<file path="src/rtl/dose_alert_controller.sv">
// Dose alert controller: arms on a scheduled BCD time, alerts with a blinking buzzer,
// handles acknowledge and bounded snooze, and counts missed doses with a one-deep pending slot.
module dose_alert_controller #(
  parameter int ALERT_TIMEOUT_S = 300,
  parameter int SNOOZE_S        = 60,
  parameter int MAX_SNOOZE      = 3
) (
  input  logic        clk,
  input  logic        rst_n,
  input  logic        tick_1hz,
  input  logic [23:0] time_bcd,
  input  logic        dose_valid,
  input  logic [23:0] dose_time_bcd,
  input  logic [3:0]  dose_id,
  input  logic        ack,
  input  logic        snooze,
  input  logic        clear_missed,
  output logic [1:0]  state,
  output logic        alert_active,
  output logic        buzzer,
  output logic [3:0]  alert_id,
  output logic        dose_taken,
  output logic        dose_missed,
  output logic [3:0]  missed_count,
  output logic [1:0]  snooze_count
);

  localparam logic [1:0] IDLE     = 2'd0;
  localparam logic [1:0] ARMED    = 2'd1;
  localparam logic [1:0] ALERTING = 2'd2;
  localparam logic [1:0] SNOOZED  = 2'd3;

  localparam int TMAX = (ALERT_TIMEOUT_S > SNOOZE_S) ? ALERT_TIMEOUT_S : SNOOZE_S;
  localparam int TW   = $clog2(TMAX + 1);

  localparam logic [TW-1:0] ALERT_LIM  = TW'(ALERT_TIMEOUT_S);
  localparam logic [TW-1:0] SNOOZE_LIM = TW'(SNOOZE_S);
  localparam logic [1:0]    SNZ_MAX    = 2'(MAX_SNOOZE);

  logic [23:0]   schedTime;
  logic [TW-1:0] alertTimer;
  logic [TW-1:0] snoozeTimer;
  logic          pendValid;
  logic [23:0]   pendTime;
  logic [3:0]    pendId;

  logic [TW-1:0] alertInc;
  logic [TW-1:0] snoozeInc;
  logic          missEvent;

  assign alertInc     = alertTimer + 1'b1;
  assign snoozeInc    = snoozeTimer + 1'b1;
  assign alert_active = (state == ALERTING);

  // ack outranks the timeout, so a tick that coincides with ack never counts as a miss.
  assign missEvent = (state == ALERTING) && !ack && tick_1hz && (alertInc == ALERT_LIM);

  always_ff @(posedge clk or negedge rst_n) begin
    if (!rst_n) begin
      state        <= IDLE;
      schedTime    <= '0;
      alert_id     <= '0;
      alertTimer   <= '0;
      snoozeTimer  <= '0;
      snooze_count <= '0;
      buzzer       <= 1'b0;
      dose_taken   <= 1'b0;
      dose_missed  <= 1'b0;
      pendValid    <= 1'b0;
      pendTime     <= '0;
      pendId       <= '0;
    end else begin
      // NOTE: sequential state uses non-blocking assignments only; the pulse defaults
      // below are overridden later in the same block, which is safe because the last NBA wins.
      dose_taken  <= 1'b0;
      dose_missed <= 1'b0;

      case (state)
        IDLE: begin
          buzzer <= 1'b0;
          if (dose_valid) begin
            schedTime <= dose_time_bcd;
            alert_id  <= dose_id;
            pendValid <= 1'b0;
            state     <= ARMED;
          end else if (pendValid) begin
            schedTime <= pendTime;
            alert_id  <= pendId;
            pendValid <= 1'b0;
            state     <= ARMED;
          end
        end

        ARMED: begin
          // The match uses the schedule held before any replacement this cycle.
          if (dose_valid) begin
            schedTime <= dose_time_bcd;
            alert_id  <= dose_id;
          end
          if (time_bcd == schedTime) begin
            state        <= ALERTING;
            alertTimer   <= '0;
            snooze_count <= '0;
            buzzer       <= 1'b1;
          end
        end

        ALERTING: begin
          if (dose_valid) begin
            pendValid <= 1'b1;
            pendTime  <= dose_time_bcd;
            pendId    <= dose_id;
          end
          if (ack) begin
            state      <= IDLE;
            dose_taken <= 1'b1;
            buzzer     <= 1'b0;
          end else if (missEvent) begin
            state       <= IDLE;
            dose_missed <= 1'b1;
            buzzer      <= 1'b0;
          end else if (snooze && (snooze_count < SNZ_MAX)) begin
            state        <= SNOOZED;
            snooze_count <= snooze_count + 1'b1;
            snoozeTimer  <= '0;
            buzzer       <= 1'b0;
          end else if (tick_1hz) begin
            alertTimer <= alertInc;
            buzzer     <= ~buzzer;
          end
        end

        default: begin // SNOOZED
          if (dose_valid) begin
            pendValid <= 1'b1;
            pendTime  <= dose_time_bcd;
            pendId    <= dose_id;
          end
          if (ack) begin
            state      <= IDLE;
            dose_taken <= 1'b1;
            buzzer     <= 1'b0;
          end else if (tick_1hz) begin
            if (snoozeInc == SNOOZE_LIM) begin
              state      <= ALERTING;
              alertTimer <= '0;
              buzzer     <= 1'b1;
            end else begin
              snoozeTimer <= snoozeInc;
            end
          end
        end
      endcase
    end
  end

  // A miss landing in the same cycle as a clear leaves exactly one recorded miss.
  always_ff @(posedge clk or negedge rst_n) begin
    if (!rst_n) begin
      missed_count <= '0;
    end else if (clear_missed) begin
      missed_count <= missEvent ? 4'd1 : 4'd0;
    end else if (missEvent && (missed_count != 4'd15)) begin
      missed_count <= missed_count + 1'b1;
    end
  end

endmodule

</file>
<file path="config.mk">
export PLATFORM = sky130hd
export DESIGN_NAME = dose_alert_controller
export DESIGN_NICKNAME = d
export VERILOG_FILES = /design/src/rtl/dose_alert_controller.sv
export SDC_FILE = /design/constraint.sdc
export NUM_CORES = 1
export LEC_CHECK = 0
export BUFFER_PORTS_ARGS = -buffer_cell sky130_fd_sc_hd__buf_2
export CORE_UTILIZATION = 61
export DETAILED_ROUTE_END_ITERATION = 7
export GPL_TIMING_DRIVEN = 0
export HOLD_SLACK_MARGIN = 0.02
export PLACE_DENSITY = 0.86
export SYNTH_ARGS = -nofsm -noshare
export SYNTH_HDL_FRONTEND = slang
export SYNTH_SLANG_ARGS = --single-unit
</file>
<file path="constraint.sdc">
create_clock -name clk -period 5.5 [get_ports clk]
set_clock_uncertainty 0.05 [all_clocks]
set_input_delay 1.1 -clock clk [delete_from_list [all_inputs] [get_ports clk]]
set_output_delay 1.1 -clock clk [all_outputs]
set_load 0.1 [all_outputs]
</file>
# After elaboration in Yosys (flattened, before gate mapping)

Cells that the tools add are included.

Bits in registers: 86
Latch bits: 0
RAM bits: 0
Memory bits (read-only): 0
Input bits: 59
Output and inout port bits: 16
Word-level logic and storage cells: 124
Memories kept: 0

$add $sub $neg: 4
Multipliers: 0
Divide/modulo/power cells: 0
$lt $le $gt $ge: 1
Eq/ne operators: 18
Shifts and indexed selects: 0
Muxes and demuxes: 58
Bitwise logic cells: 5
Reduce and logical (&&, ||, !) cells: 25

Operator list:

| operator                                                               | number |
|---|---|
| 9-bit 2-to-1 mux                                                       | 14 |
| 24-bit 2-to-1 mux                                                      | 3 |
| 24-bit one-hot mux with 2 select lines                                 | 1 |
| 9-bit one-hot mux with 3 select lines                                  | 1 |
| 2-bit 2-to-1 mux                                                       | 13 |
| 24-bit equality test                                                   | 1 |
| 4-bit 2-to-1 mux                                                       | 5 |
| 9-bit by 1-bit adder with 9-bit output (second input constant)         | 2 |
| 9-bit one-hot mux with 2 select lines                                  | 1 |
| 1-bit 2-to-1 mux                                                       | 15 |
| 2-bit != test (second input constant)                                  | 7 |
| 2-bit nonzero test                                                     | 6 |
| 5-bit AND reduction                                                    | 2 |
| 5-bit nonzero test                                                     | 2 |
| 9-bit by 6-bit equality test with 1-bit output (second input constant) | 1 |
| 9-bit equality test (second input constant)                            | 1 |
| 9-bit AND reduction                                                    | 1 |
| 4-bit one-hot mux with 2 select lines                                  | 1 |
| 2-bit one-hot mux with 3 select lines                                  | 1 |
| 6-bit AND reduction                                                    | 1 |
| 1-bit logical AND                                                      | 5 |
| 5-bit by 3-bit != test with 1-bit output (second input constant)       | 1 |
| 1-bit NOT                                                              | 5 |
| 4-bit by 1-bit adder with 4-bit output (second input constant)         | 1 |
| other kinds (18)                                                       | 20 |

# Depth between registers and ports, before layout

Gate-level depths: netlist of the first run.

Depth in word-level cells: 7
Mapped depth: 11
Mapped depth without buffers: 9

# Worst setup path after synthesis of the first run

No wires, ideal clock.

Path kind: register to register
Start: register state[1]
End: register alertTimer[5]
Setup time: 0.110 ns
Arrival: 3.490 ns
Required time: 5.340 ns
Setup slack: 1.849 ns
Stages on the path, launching flop included: 10
Path buffers: 2
Clock period less this slack: 3.651 ns
Cell sequence: dfrtp_1 -> ha_1 -> clkbuf_1 -> nand2b_1 -> nand2b_1 -> o21ai_0 -> o2111ai_1 -> or2_2 -> clkbuf_1 -> o41ai_1

Word-level cells in the longest chain between the ends: 6
Elaborated cells on any way between the ends: 17
Classes of those cells: eq/ne: 8; mux: 1; bitwise: 1; reduce/logical: 7

Ends and longest elaborated chain:

| element                         | RTL line | source |
|---|---|---|
| start, declared                 | 18       | `output logic [1:0] state,` |
| start signal, assigned          | 60       | `state <= IDLE;` |
| start signal, assigned          | 85       | `state <= ARMED;` |
| start signal, assigned          | 90       | `state <= ARMED;` |
| 2-bit equality test (*)         | n/a      |  |
| net alert_active                | 19       | `output logic alert_active,` |
| 1-bit logical AND (3 in series) | 56       | `assign missEvent = (state == ALERTING) && !ack && tick_1hz && (alertInc == ALERT_LIM);` |
| 2-bit != test (no line)         | n/a      |  |
| 9-bit AND reduction (no line)   | n/a      |  |
| end signal, assigned            | 128      | `alertTimer <= alertInc;` |
| end, declared                   | 41       | `logic [TW-1:0] alertTimer;` |

Mark *: on every way through the listed nets, which the timed path passes. The rest lies on a longest branch.
A chain may end at the register's enable or synchronous reset.

# Worst setup path after layout of the first run

Start: register state[1]
End: register schedTime[22]

Word-level cells in the longest chain between the ends: 3
Elaborated cells on any way between the ends: 7
Classes of those cells: eq/ne: 3; mux: 1; reduce/logical: 3

Ends and longest elaborated chain:

| element                                                                                    | RTL line | source |
|---|---|---|
| 2-bit by 1-bit equality test with 1-bit output / 2-bit logical NOT (equally long branches) | 78       | `case (state)` |
| 2-bit != test (no line), or another cell as far along                                      | n/a      |  |
| 3-bit AND reduction (no line)                                                              | n/a      |  |
| end signal, assigned                                                                       | 82       | `schedTime <= dose_time_bcd;` |
| end signal, assigned                                                                       | 87       | `schedTime <= pendTime;` |
| end signal, assigned                                                                       | 97       | `schedTime <= dose_time_bcd;` |
| end, declared                                                                              | 40       | `logic [23:0] schedTime;` |

Parallel ways exist; a longest one is shown, timed or not.

==> results of run 1 <==
==> state kept, by name, summed over array words and instances, names as in the netlist <==
register,cells
pendTime,24
dose_missed,1
pendId,4
snoozeTimer,9
buzzer,1
alert_id,4
snooze_count,2
schedTime,24
dose_taken,1
pendValid,1
state,2
missed_count,4
alertTimer,9
==> stage by stage <==
step	util, %	power, mW	cell area (um^2)	instances
after floorplan	-	2.08	4450	429
after global placement	71.5	2.32	4940	599
after detailed placement	72.0	2.39	4970	600
after CTS	74.9	2.86	5180	616
after global routing	74.9	3.06	5180	616
final	74.9	2.85	5180	616
==> final cells by class <==
cell class | count | area share (%)
Buffer | 21 | 1.60
Clock buffer | 10 | 2.66
Clock inverter | 6 | 1.33
Inverter | 8 | 0.580
Multi-Input combinational cell | 314 | 42.2
Sequential cell | 86 | 41.6
Tap cell | 96 | 2.32
Timing Repair Buffer | 75 | 7.74
==> path summary, 6_finish.rpt <==
path                       depth (start not counted)                         to
max                                                7  schedTime[22]$_DFFE_PN0P_
max in group asynchronous                          2   pendTime[18]$_DFFE_PN0P_
max reg2reg                                        7  schedTime[22]$_DFFE_PN0P_
min in group asynchronous                          1    pendTime[3]$_DFFE_PN0P_
min                                                2    alert_id[0]$_DFFE_PN0P_
min reg2reg                                        2    alert_id[0]$_DFFE_PN0P_
==> per-layer routing <==
layer,GRT usage (%),up-vias
met5,0,-
met4,10.6,0
met3,4.08,17
met2,40.9,94
met1,39.1,1719
li1,-,1702
==> worst max-delay path, stage by stage, from the launching register on <==
cell                       delay [ns]
sky130_fd_sc_hd__dfrtp_1         0.48
sky130_fd_sc_hd__inv_1           0.10
sky130_fd_sc_hd__ha_1            0.19
sky130_fd_sc_hd__clkbuf_1        0.20
sky130_fd_sc_hd__nor2_1          0.85
sky130_fd_sc_hd__clkbuf_1        0.63
sky130_fd_sc_hd__mux2i_1         0.38
sky130_fd_sc_hd__o21ai_0         0.12
==> power by group <==
group | leakage, nW | switching, mW | internal (mW)
clock | 0.103 | 0.234 | 0.226
sequential | 1.05 | 0.190 | 0.900
combinational | 1.20 | 0.821 | 0.477
total | 2.35 | 1.24 | 1.60
==> placed cells by master (no fill, tap or decap), types with 15 or more instances in the layout <==
cell type / count
sky130_fd_sc_hd__nand3_1: 15
sky130_fd_sc_hd__xor2_1: 18
sky130_fd_sc_hd__clkbuf_1: 16
sky130_fd_sc_hd__mux2_2: 32
sky130_fd_sc_hd__o21ai_0: 49
sky130_fd_sc_hd__mux2i_1: 30
sky130_fd_sc_hd__nor2_1: 15
sky130_fd_sc_hd__buf_2: 76
sky130_fd_sc_hd__nand2_1: 54
sky130_fd_sc_hd__dfrtp_1: 86
==> cell families after synthesis <==
logic type,count (synthesis),synth area share [%]
and+or+nand+nor,135,15.5
DFF,86,48.4
AOI/OAI and AO/OA,81,10.9
muxes,62,14.8
buffers and inverters,29,2.53
xor gates and xnor gates,27,5.32
adders and majority gates,9,2.53
==> results.yml, run 1 <==
setup_path:
  crit-reg2reg-launch: "state[1]$_DFFE_PN0P_"
  register_to_register_setup_slack_ns: 2.37
  critPathLaunchType: "register"
  critical_path_startpoint: "state[1]$_DFFE_PN0P_"
  worst_ep_required_time_ns: 5.68
  cp_max_fo: 10
  timing.critical_path.arrival_ns: 3.31
  critPathKind: "register to register"
  crit_path_end_kind: "register"
worst_hold_path:
  worstHoldPathType: "register to register"
  hold_path.startpoint: "alert_id[0]$_DFFE_PN0P_"
drt:
  avg_vias_per_cell: 5.73
  met3RoutedLength_um: 433
  drt-wirelength-per-cell_um: 15.2
  drt-initial-drc-count: 210
  detail_route.wirelength_mm: 9.39
  wl_met2_mm: 4.31
  drtPass1Iterations: 4
  met1_length_mm: 4.45
  number_of_remaining_drc_errors: 0
  ant_nets: 0
  num_vias: 3532
  highest_layer: "met4"
floorplanning:
  initial_utilization_pct: 64.4
  die_footprint_mm2: 0.00764
  placeableCoreArea_mm2: 0.00691
  fp.dieW_um: 87.4
  io_pins: 75
  row_count: 30
  die_height_um: 87.4
timing:
  grt_setup_unrepaired: "false"
  fin_tns_setup_ns: 0
  timing.final.ws_setup_ns: 2.37
  setup_violations: 0
  achievable-frequency_mhz: 319
  final.hold.worst_slack_ns: 0.435
  number_of_max_slew_violations_in_the_final_report: 0
  finalWorstPathRequiredPeriod_ns: 3.13
  fin_crit_sh_pct: 56.9
  maxSlewHeadroom_pct: 28.4
  worst_pin_slew_ns: 1.07
  hold_viol: 0
synth:
  postSynthNetCount: 497
  ys_top_cells_by_count: "sky130_fd_sc_hd__dfrtp_1 (86), sky130_fd_sc_hd__nand2_1 (54), sky130_fd_sc_hd__o21ai_0 (49)"
  synth_largest_area_cell: "sky130_fd_sc_hd__dfrtp_1"
  synth_top_area_share_pct: 48.4
  synth.ff_latch_count: 86
  synth.area.top_cells: "sky130_fd_sc_hd__dfrtp_1 (48%), sky130_fd_sc_hd__mux2_2 (8.1%), sky130_fd_sc_hd__mux2i_1 (6.7%)"
  synth_warnings: 0
  yosys.cell_types.count: 48
  syn_inst: 429
  synth_edf_count: 0
  ys_seq_area_share_pct: 48.4
  syn-cell-area_mm2: 0.00445
  async_reset_ff_share_pct: 100
  synthesis.area_per_instance_um2: 10.4
  synth_top_flop_cell: "sky130_fd_sc_hd__dfrtp_1"
  synthMostInstantiatedCell: "sky130_fd_sc_hd__dfrtp_1"
clocking:
  tritoncts.num_buffers: 9
  cts_resized: 0
  setup_buffers_after_cts: 0
  clock_tree.root_cell: "sky130_fd_sc_hd__clkbuf_8"
  cts_sinks: 86
  clk_pin_slew_worst_paths_ns: 0.09
  cts_hold_buf: 0
  clock_latency_on_the_worst_skew_pair_ns: 0.35
  clock_tree.htree_level_count: 3
  cts_buffer_depth: 2
  cts_tree: "yes"
power_and_ir_drop:
  peakVddDrop_v: 0.000305
  total_leakage_power_nw: 2.35
  power_density_mw_per_mm2: 550
placement:
  gpl.final_weighted_congestion: 0.878
  pre_cts_ws_ns: 2.06
  dp_hpwl_mm: 6.89
  io_buffer_count: 74
final_layout:
  antenna-diode-count: 0
  num-nets-final: 583
  num-fill-cells: 519
  seqCellArea_mm2: 0.00215
  area_growth_syn_to_layout_pct: 16.3
  layout_cell_share_with_drive_strength_beyond_1_pct: 25.4
  multi_input_comb_area_mm2: 0.00218
global_route:
  first_global_vias: 3389
  globalRouteTotalUtil_pct: 27.0
  pin_count_of_the_biggest_net_entering_global_routing: 57
  grt.overflow.total: 0
  first_pass_grt_wire_length_mm: 15.8
  grt_antenna_before_repair: 0
run_status:
  status: "completed"
run:
  max_cap_violations: 0
No activity file was read; power rests on OpenSTA's default activity.
==> run 2: changes to the inputs <==
--- a/config.mk
+++ b/config.mk
@@ -6,11 +6,11 @@
 export NUM_CORES = 1
 export LEC_CHECK = 0
 export BUFFER_PORTS_ARGS = -buffer_cell sky130_fd_sc_hd__buf_2
-export CORE_UTILIZATION = 61
+export CORE_UTILIZATION = 51
 export DETAILED_ROUTE_END_ITERATION = 7
 export GPL_TIMING_DRIVEN = 0
 export HOLD_SLACK_MARGIN = 0.02
-export PLACE_DENSITY = 0.86
+export PLACE_DENSITY = 0.76
 export SYNTH_ARGS = -nofsm -noshare
 export SYNTH_HDL_FRONTEND = slang
 export SYNTH_SLANG_ARGS = --single-unit
==> constraint.sdc (replaced) <==
create_clock -name clk -period 2.6 [get_ports clk]
set_clock_uncertainty 0.05 [all_clocks]
set_input_delay 0.52 -clock clk [delete_from_list [all_inputs] [get_ports clk]]
set_output_delay 0.52 -clock clk [all_outputs]
set_load 0.1 [all_outputs]
==> run 2 against run 1 <==
  * The flow now finishes with violations (setup timing)
  * Cell count up 3.2%
  * Combinational power up 120%
  * Hold slack worse by 0.11 ns
  * Non-clock buffer count up 11
  * Via count up 1.5%
  * Critical path depth unchanged
  * Sequential share of layout area down 2.0 points
  * Flip-flop and latch count unchanged
  * Wire length up 6.8%
  * Power up 120%
  * Largest cell class unchanged
==> results.yml, run 2 (synthesis results as in run 1) <==
run_status:
  status: "finished with violations"
  failed_checks: "setup timing"
floorplanning:
  die_footprint_mm2: 0.00910
  placeableCoreArea_mm2: 0.00834
  io_pins: 75
  initial_utilization_pct: 53.3
  fp.dieW_um: 95.4
  row_count: 33
  die_height_um: 95.4
clocking:
  clock_tree.root_cell: "sky130_fd_sc_hd__clkbuf_8"
  clock_tree.htree_level_count: 3
  clk_pin_slew_worst_paths_ns: 0.09
  clock_latency_on_the_worst_skew_pair_ns: 0.36
  tritoncts.num_buffers: 9
  cts_buffer_depth: 2
  cts_tree: "yes"
  cts_sinks: 86
final_layout:
  layout_cell_share_with_drive_strength_beyond_1_pct: 33.9
  antenna-diode-count: 0
  reg_top3: "pendTime (24), schedTime (24)"
  num-fill-cells: 668
  instances_no_fill: 636
  layout_commonest_cell: "sky130_fd_sc_hd__dfrtp_1"
  postLayoutCellArea_mm2: 0.00547
  num-nets-final: 594
  area_growth_syn_to_layout_pct: 22.9
  layout.cells.most_common_list: "sky130_fd_sc_hd__dfrtp_1 (79), sky130_fd_sc_hd__buf_2 (76), sky130_fd_sc_hd__nand2_1 (53)"
  utilization_pct: 65.5
setup_path:
  critPathLaunchType: "register"
  cp_max_fo: 9
  critPathKind: "register to register"
  timing.critical_path.arrival_ns: 2.86
  worst_ep_required_time_ns: 2.85
  crit_path_end_kind: "register"
timing:
  worst_pin_slew_ns: 0.496
  fin_crit_sh_pct: 100
  final.hold.worst_slack_ns: 0.321
  hold_viol: 0
  achievable-frequency_mhz: 384
  number_of_max_slew_violations_in_the_final_report: 0
  grt_setup_unrepaired: "true"
  finalWorstPathRequiredPeriod_ns: 2.61
  setup_violations: 1
  timing.final.ws_setup_ns: -0.00616
  maxSlewHeadroom_pct: 67.2
drt:
  number_of_remaining_drc_errors: 0
  num_vias: 3584
  drtPass1Iterations: 4
  avg_vias_per_cell: 5.64
  met3RoutedLength_um: 507
  wl_met2_mm: 4.78
  ant_nets: 0
  drt-initial-drc-count: 170
  drt-wirelength-per-cell_um: 15.8
  detail_route.wirelength_mm: 10.0
  met1_length_mm: 4.58
  highest_layer: "met4"
power_and_ir_drop:
  peakVddDrop_v: 0.000584
  power_density_mw_per_mm2: 1150
  totalPowerFinal_mw: 6.26
  total_leakage_power_nw: 2.47
global_route:
  first_pass_grt_wire_length_mm: 16.6
  grt.overflow.total: 0
  grt_antenna_before_repair: 0
  pin_count_of_the_biggest_net_entering_global_routing: 64
  globalRouteTotalUtil_pct: 23.8
  first_global_vias: 3572
worst_hold_path:
  worstHoldPathType: "primary input to register"
placement:
  gpl.final_weighted_congestion: 0.840
  placed_area_mm2: 0.00502
  dp_hpwl_mm: 7.20
  dp.cells: 609
  io_buffer_count: 74
run:
  max_cap_violations: 0
run 2: timing repair:
action                                 CTS  global route
pin swaps                                2             8
buffers inserted                         5             7
hold buffers                             1             0
endpoints found under the hold margin   20             0
setup endpoints to repair               43            40
gates resized for setup                 13            25
run 2: worst paths after layout:
kind | to | cells past startpoint | startpoint | slack, ns
setup / recovery | snoozeTimer[8]$_DFFE_PN0P_ | 7 | state[0]$_DFFE_PN0P_ | -0.006
hold / removal | missed_count[3]$_DFFE_PN0P_ | 2 | clear_missed | 0.32
setup reg to reg | snoozeTimer[8]$_DFFE_PN0P_ | 7 | state[0]$_DFFE_PN0P_ | -0.006
hold reg to reg | alert_id[2]$_DFFE_PN0P_ | 2 | alert_id[2]$_DFFE_PN0P_ | 0.43
max in group asynchronous | state[0]$_DFFE_PN0P_ | 3 | rst_n | 1.33
min in group asynchronous | missed_count[2]$_DFFE_PN0P_ | 2 | rst_n | 0.55
run 2: worst max-delay path: stages, from the launching register on:
cell                       delay, ns
sky130_fd_sc_hd__dfrtp_4        0.52
sky130_fd_sc_hd__ha_1           0.21
sky130_fd_sc_hd__clkbuf_2       0.19
sky130_fd_sc_hd__or3_1          0.43
sky130_fd_sc_hd__or4_4          0.44
sky130_fd_sc_hd__buf_6          0.15
sky130_fd_sc_hd__or4_4          0.48
sky130_fd_sc_hd__nand3_2        0.08
run 2: cell type report:
type | count | area, um^2 | share of cell area (%)
Buffer | 19 | 100 | 1.83
Clock buffer | 9 | 124 | 2.27
Clock inverter | 7 | 87.6 | 1.60
Inverter | 8 | 32.5 | 0.595
Multi-Input combinational cell | 314 | 2320 | 42.5
Sequential cell | 86 | 2170 | 39.6
Tap cell | 105 | 131 | 2.40
Timing Repair Buffer | 88 | 500 | 9.16
run 2: metal layers:
| layer | vias up | track usage, % |
|---|---|---|
| met4 | 0 | 8.46 |
| met5 | - | 0 |
| met3 | 13 | 4.86 |
| met2 | 85 | 40.1 |
| li1 | 1735 | - |
| met1 | 1751 | 30.4 |
run 2: through the flow:
stage | setup WS, ns | setup TNS (ns)
2_1_floorplan | -0.0326 | -0.0590
3_3_place_gp | -0.275 | -3.65
3_5_place_dp | -0.249 | -4.26
4_1_cts | -0.0583 | -0.0631
5_1_grt | -0.0877 | -0.180
6_report | -0.00616 | -0.00616
run 2: report_power, final:
group | switching, mW | leakage, nW | internal, mW
combinational | 1.79 | 1.32 | 1.13
clock | 0.535 | 0.109 | 0.470
sequential | 0.425 | 1.04 | 1.92
